===== config.mk =====
export PLATFORM = sky130hd
export DESIGN_NAME = rr_grant_arbiter_flat
export DESIGN_NICKNAME = d
export VERILOG_FILES = /design/src/rtl/rr_grant_arbiter_if.sv /design/src/rtl/rr_grant_arbiter.sv /design/src/flat_wrapper.sv
export SDC_FILE = /design/constraint.sdc
export NUM_CORES = 1
export LEC_CHECK = 0
export ABC_AREA = 1
export BUFFER_PORTS_ARGS = -buffer_cell sky130_fd_sc_hd__buf_2
export CAP_MARGIN = 30
export CORE_MARGIN = 1
export CORE_UTILIZATION = 58
export DETAILED_ROUTE_END_ITERATION = 8
export PLACE_DENSITY_LB_ADDON = 0.15
export SYNTH_ARGS = -nofsm -noshare
export SYNTH_HDL_FRONTEND = slang
export SYNTH_SLANG_ARGS = --single-unit

===== constraint.sdc =====
create_clock -name clk -period 3.3 [get_ports clk]
set_input_delay 0.165 -clock clk [delete_from_list [all_inputs] [get_ports clk]]
set_output_delay 0.165 -clock clk [all_outputs]
set_load 0.005 [all_outputs]

===== src/rtl/rr_grant_arbiter_if.sv =====
`default_nettype none
// ============================================================================
// Module   : rr_grant_arbiter_if
// Brief    : Request/grant bundle between requesters and rr_grant_arbiter.
// Revision : 1.0 - initial release
// ============================================================================
interface rr_grant_arbiter_if #(
    parameter int WIDTH      = 8,
    parameter int ADDR_WIDTH = $clog2(WIDTH)
);
    logic [WIDTH-1:0]      req;
    logic [WIDTH-1:0]      gnt;
    logic [ADDR_WIDTH-1:0] enc;
    logic                  valid;
    logic                  expired;

    modport master (output req, input gnt, input enc, input valid, input expired);
    modport slave  (input req, output gnt, output enc, output valid, output expired);
endinterface
`default_nettype wire


===== src/rtl/rr_grant_arbiter.sv =====
`default_nettype none
// ============================================================================
// Module   : rr_grant_arbiter
// Brief    : Registered round-robin arbiter with a maximum grant hold time.
// Revision : 1.0 - initial release
// ============================================================================
module rr_grant_arbiter #(
    parameter int WIDTH      = 8,
    parameter int ADDR_WIDTH = $clog2(WIDTH),
    parameter int MAX_HOLD   = 16
) (
    input  wire logic          clk,
    input  wire logic          rst_n,
    rr_grant_arbiter_if.slave  bus
);
    localparam int                    c_hold_w   = (MAX_HOLD > 0) ? $clog2(MAX_HOLD + 1) : 1;
    localparam bit                    c_limited  = (MAX_HOLD != 0);
    localparam logic [c_hold_w-1:0]   c_max_hold = c_hold_w'(MAX_HOLD);
    localparam logic [c_hold_w-1:0]   c_hold_one = c_hold_w'(1);
    localparam logic [ADDR_WIDTH-1:0] c_last     = ADDR_WIDTH'(WIDTH - 1);
    localparam logic [ADDR_WIDTH-1:0] c_enc_one  = ADDR_WIDTH'(1);
    localparam logic [WIDTH-1:0]      c_one      = WIDTH'(1);

    typedef enum logic [0:0] {
        S_IDLE  = 1'b0,
        S_GRANT = 1'b1
    } state_t;

    state_t                r_state;
    logic [WIDTH-1:0]      r_gnt;
    logic [ADDR_WIDTH-1:0] r_enc;
    logic                  r_valid;
    logic                  r_expired;
    logic [ADDR_WIDTH-1:0] r_ptr;
    logic [c_hold_w-1:0]   r_hold_cnt;

    logic [ADDR_WIDTH-1:0] w_pick;
    logic                  w_any;
    int                    w_scan;
    logic                  w_owner_req;
    logic                  w_at_limit;
    logic [ADDR_WIDTH-1:0] w_next_ptr;

    // Rotating-priority scan starting at r_ptr, wrapping past WIDTH-1 to 0.
    always_comb begin
        w_pick = '0;
        w_any  = 1'b0;
        w_scan = 0;
        for (int i = 0; i < WIDTH; i++) begin
            w_scan = int'(r_ptr) + i;
            if (w_scan >= WIDTH) begin
                w_scan = w_scan - WIDTH;
            end
            if (!w_any && bus.req[w_scan]) begin
                w_pick = ADDR_WIDTH'(w_scan);
                w_any  = 1'b1;
            end
        end
    end

    // r_enc always names the current owner while in S_GRANT.
    assign w_owner_req = bus.req[r_enc];
    assign w_at_limit  = c_limited && (r_hold_cnt == c_max_hold);
    assign w_next_ptr  = (r_enc == c_last) ? '0 : (r_enc + c_enc_one);

    always_ff @(posedge clk or negedge rst_n) begin
        if (!rst_n) begin
            r_state    <= S_IDLE;
            r_gnt      <= '0;
            r_enc      <= '0;
            r_valid    <= 1'b0;
            r_expired  <= 1'b0;
            r_ptr      <= '0;
            r_hold_cnt <= '0;
        end else begin
            r_expired <= 1'b0;
            case (r_state)
                S_IDLE: begin
                    if (w_any) begin
                        r_state    <= S_GRANT;
                        r_gnt      <= c_one << w_pick;
                        r_enc      <= w_pick;
                        r_valid    <= 1'b1;
                        r_hold_cnt <= c_hold_one;
                    end
                end
                S_GRANT: begin
                    // A voluntary release wins over the hold limit on the same edge.
                    if (!w_owner_req || w_at_limit) begin
                        r_state   <= S_IDLE;
                        r_gnt     <= '0;
                        r_valid   <= 1'b0;
                        r_ptr     <= w_next_ptr;
                        r_expired <= w_owner_req;
                    end else if (c_limited && (r_hold_cnt != c_max_hold)) begin
                        r_hold_cnt <= r_hold_cnt + c_hold_one;
                    end
                end
                default: begin
                    r_state <= S_IDLE;
                end
            endcase
        end
    end

    assign bus.gnt     = r_gnt;
    assign bus.enc     = r_enc;
    assign bus.valid   = r_valid;
    assign bus.expired = r_expired;
endmodule
`default_nettype wire

===== src/flat_wrapper.sv =====
// flat-port wrapper written by rule: the top's interface ports become plain ports
module rr_grant_arbiter_flat 
#(
    parameter int WIDTH      = 8,
    parameter int ADDR_WIDTH = $clog2(WIDTH),
    parameter int MAX_HOLD   = 16
)
  (clk, rst_n, bus_req, bus_gnt, bus_enc, bus_valid, bus_expired);
  rr_grant_arbiter_if #(.WIDTH(WIDTH), .ADDR_WIDTH(ADDR_WIDTH)) bus_i ();
  input  wire logic clk;
  input  wire logic rst_n;
  input wire logic [$bits(bus_i.req)-1:0] bus_req;
  output wire logic [$bits(bus_i.gnt)-1:0] bus_gnt;
  output wire logic [$bits(bus_i.enc)-1:0] bus_enc;
  output wire logic [$bits(bus_i.valid)-1:0] bus_valid;
  output wire logic [$bits(bus_i.expired)-1:0] bus_expired;
  assign bus_i.req = bus_req;
  assign bus_gnt = bus_i.gnt;
  assign bus_enc = bus_i.enc;
  assign bus_valid = bus_i.valid;
  assign bus_expired = bus_i.expired;
  rr_grant_arbiter #(.WIDTH(WIDTH), .ADDR_WIDTH(ADDR_WIDTH), .MAX_HOLD(MAX_HOLD)) u_core (.clk(clk), .rst_n(rst_n), .bus(bus_i));
endmodule

==> summary.md <==
| Metric | Value |
|---|---|
| Max Cap Viol | `0` |
| CP Class | `reg2reg` |
| Fin nets | `292` |
| Fraction of layout cells with a size suffix above 1 | `27.7%` |
| Synth top area share | `29.4%` |
| Worst clock skew | `about 0.0044 ns` |
| R2R Setup Slk | `0.58 ns` |
| Top cells by count, synth | `nand2_1 (64), nand3_1 (26), dfrtp_1 (22), inv_1 (21), nor2_1 (20)` |
| GRT overflow | `0` |
| Post-CTS Setup Bufs | `0` |
| Slew headroom | `67.7%` |
| Avg Cell Area, Syn | `7.44 um^2` |
| Routed WL | `4.01 mm` |
| Final Setup Violations | `0` |
| WP data required | `3.51 ns` |
| Sequential area share after synthesis | `29.4%` |
| Clock Sinks | `22` |
| I/O Buffers | `22` |
| Via count | `1657` |
| Root Buffer | `clkbuf_4` |
| Clk pin slew, worst setup/hold paths | `0.11 ns` |
| Syn nets | `around 270` |
| Post-synth EDFFs | `0` |
| Status | `finished clean` |
| HP Class | `in2async` |
| #FFs+latches synth | `22` |
| Worst EP arrival | `2.93 ns` |
| Worst-Skew Late Latency | `slightly above 0.3 ns` |
| Maximum number of pins on one net before global-route repair | `23` |
| Top post-synthesis cells by area | `dfrtp_1 (29%), nand2_1 (13%), nand3_1 (6.9%)` |
| Antenna Nets Post-Route | `0` |
| Die X | `58.8 um` |
| Crit start category | `flop` |
| Detailed Place HPWL | `3.24 mm` |
| # diodes | `0` |
| Slew Limit Fails | `0` |
| Iter 0 DRT Violations | `88` |
| Hold Vio Cnt, Final | `0` |
| H-tree depth | `1` |
| Per-cell routed wire length | `12.6 um` |
| Max Clk Rate | `~0.37 GHz` |
| Syn Std Cell Area | `around 1900 um^2` |
| Asr flop ratio synth | `100%` |
| Bufs on Longest Clock Path | `2` |
| Core region area | `3050 um^2` |
| Area growth syn-to-layout | `8.54%` |
| Total Neg Setup Slack | `0 ns` |
| Most common cell in the netlist | `nand2_1` |
| Global Route Usage Sum | `26.0%` |
| CTS tree | `built` |
| Initial antenna violation count | `0` |
| Num rows | `20` |
| Die footprint | `3460 um^2` |
| Initial Utilization | `between 60 and 70%` |
| Yosys warnings | `0` |
| Yosys top cell by area | `dfrtp_1` |
| Final min period | `roughly 2.7 ns` |
| DR vias/cell | `roughly 5.2` |
| Die height | `a little under 60 um` |
| Unrepaired setup endpoints after global routing | `no` |
| Crit. End Element | `flop` |
| Detailed Routing Iterations Pass 1 | `4` |
| Num CTS Buffers | `3` |
| Top Ports | `23` |
| Crit path launch | `u_core.r_ptr[0]` |
| Crit share post-route | `between 80% and 90%` |
| Vias in the first global route | `1522` |
| Distinct cells, synth | `31` |
| Fill count | `between 200 and 300` |
| Prevailing post-synth register cell | `dfrtp_1` |
| Reg-to-Reg Start | `u_core.r_ptr[0]` |
| First-pass GRT wire length | `6.78 mm` |
| Mapped Cells | `252` |
| Routability cong. | `0.885` |
| Max FO, Critical Path | `12` |
| Drc violations | `0` |
| Slew at the pin closest to its max-slew limit | `just under 0.5 ns` |
## cell families (layout without fill, tap and decap cells)
group / Yosys count / after routing / synth area share, %
compound gates: 27 / 27 / 9.41
xor+xnor: 6 / 6 / 2.80
fa+ha+maj: 6 / 6 / 4.01
buf+inv: 36 / 58 / 8.68
flops: 22 / 22 / 29.4
mux: 2 / 2 / 1.07
simple gates: 153 / 153 / 44.7
## repair_timing
item | in CTS | in global routing
hold buffers | 1 | 0
hold endpoints to repair | 22 | 0
resized for setup | 0 | 0
## state kept, by name, indices dropped and copies added (netlist names)
name and cells:
u_core.bus.valid 1, u_core.bus.enc 3, u_core.r_ptr 3, u_core.r_hold_cnt 5, u_core.bus.expired 1, u_core.r_state 1, u_core.bus.gnt 8
## per-stage QoR
| step | util [%] | hold slack [ns] | area (um^2) | instances | setup slack, ns |
|---|---|---|---|---|---|
| final | 66.6 | 0.332 | 2030 | 318 | 0.583 |
| after global routing | 66.6 | 0.400 | 2030 | 318 | 0.335 |
| after CTS | 66.6 | 0.348 | 2030 | 318 | 0.595 |
| after detailed placement | 65.6 | 0.156 | 2000 | 314 | 0.621 |
| after global placement | 65.6 | 0.152 | 2000 | 314 | 0.668 |
| after floorplan | - | -0.131 | 1870 | 252 | 0.937 |
## layout make-up
| type | count | area (um^2) | area share (%) |
|---|---|---|---|
| Clock buffer | 3 | 22.5 | 1.11 |
| Inverter | 32 | 125 | 6.15 |
| Multi-Input combinational cell | 194 | 1160 | 57.1 |
| Sequential cell | 22 | 551 | 27.1 |
| Tap cell | 44 | 55.1 | 2.71 |
| Timing Repair Buffer | 23 | 120 | 5.90 |
## layout by cell type (no fill, tap or decap), drive strengths merged
cell type and n:
nor3b 1, clkbuf 3, nor2 24, o21bai 5, o221ai 2, nand3b 1
xnor2 3, buf 22, ha 6, a21oi 1, nand3 39, a21boi 1
dfrtp 22, o31ai 3, mux2i 2, inv 32, nor3 1, nand2 81
dlygate4sd3 1, o21ai 15, nand4 6, xor2 3
## per-layer routing
metal,up-vias,track usage [%],routed length [um]
li1,870,-,-
met1,754,35.6,1870
met2,28,44.2,1980
met3,5,1.54,112
met4,0,8.16,49
met5,-,0,0
## path summary, 6_finish.rpt
path,endpoint,cells past startpoint
max reg2reg,u_core.bus.gnt[5],16
min in group clk,u_core.bus.expired,5
min reg2reg,u_core.bus.gnt[4],2
min,u_core.bus.gnt[7],2
max,u_core.bus.gnt[5],16
max in group asynchronous,u_core.bus.expired,2
## critical path: stages, from the launching register on
cell	delay, ns
dfrtp_1	0.59
inv_4	0.17
ha_1	0.44
inv_2	0.18
nand3_1	0.13
nand3_2	0.10
nand2_2	0.07
nor2_4	0.14
nand4_4	0.12
nor2_4	0.16
nand3_1	0.08
nand2_1	0.11
nand2_1	0.09
nand2_4	0.09
inv_2	0.04
nand2_1	0.05
nand2_1	0.05
Power is left out: the tool's default activity adds up to more than one toggle a clock period on the data nets, which glitch-free logic cannot reach.
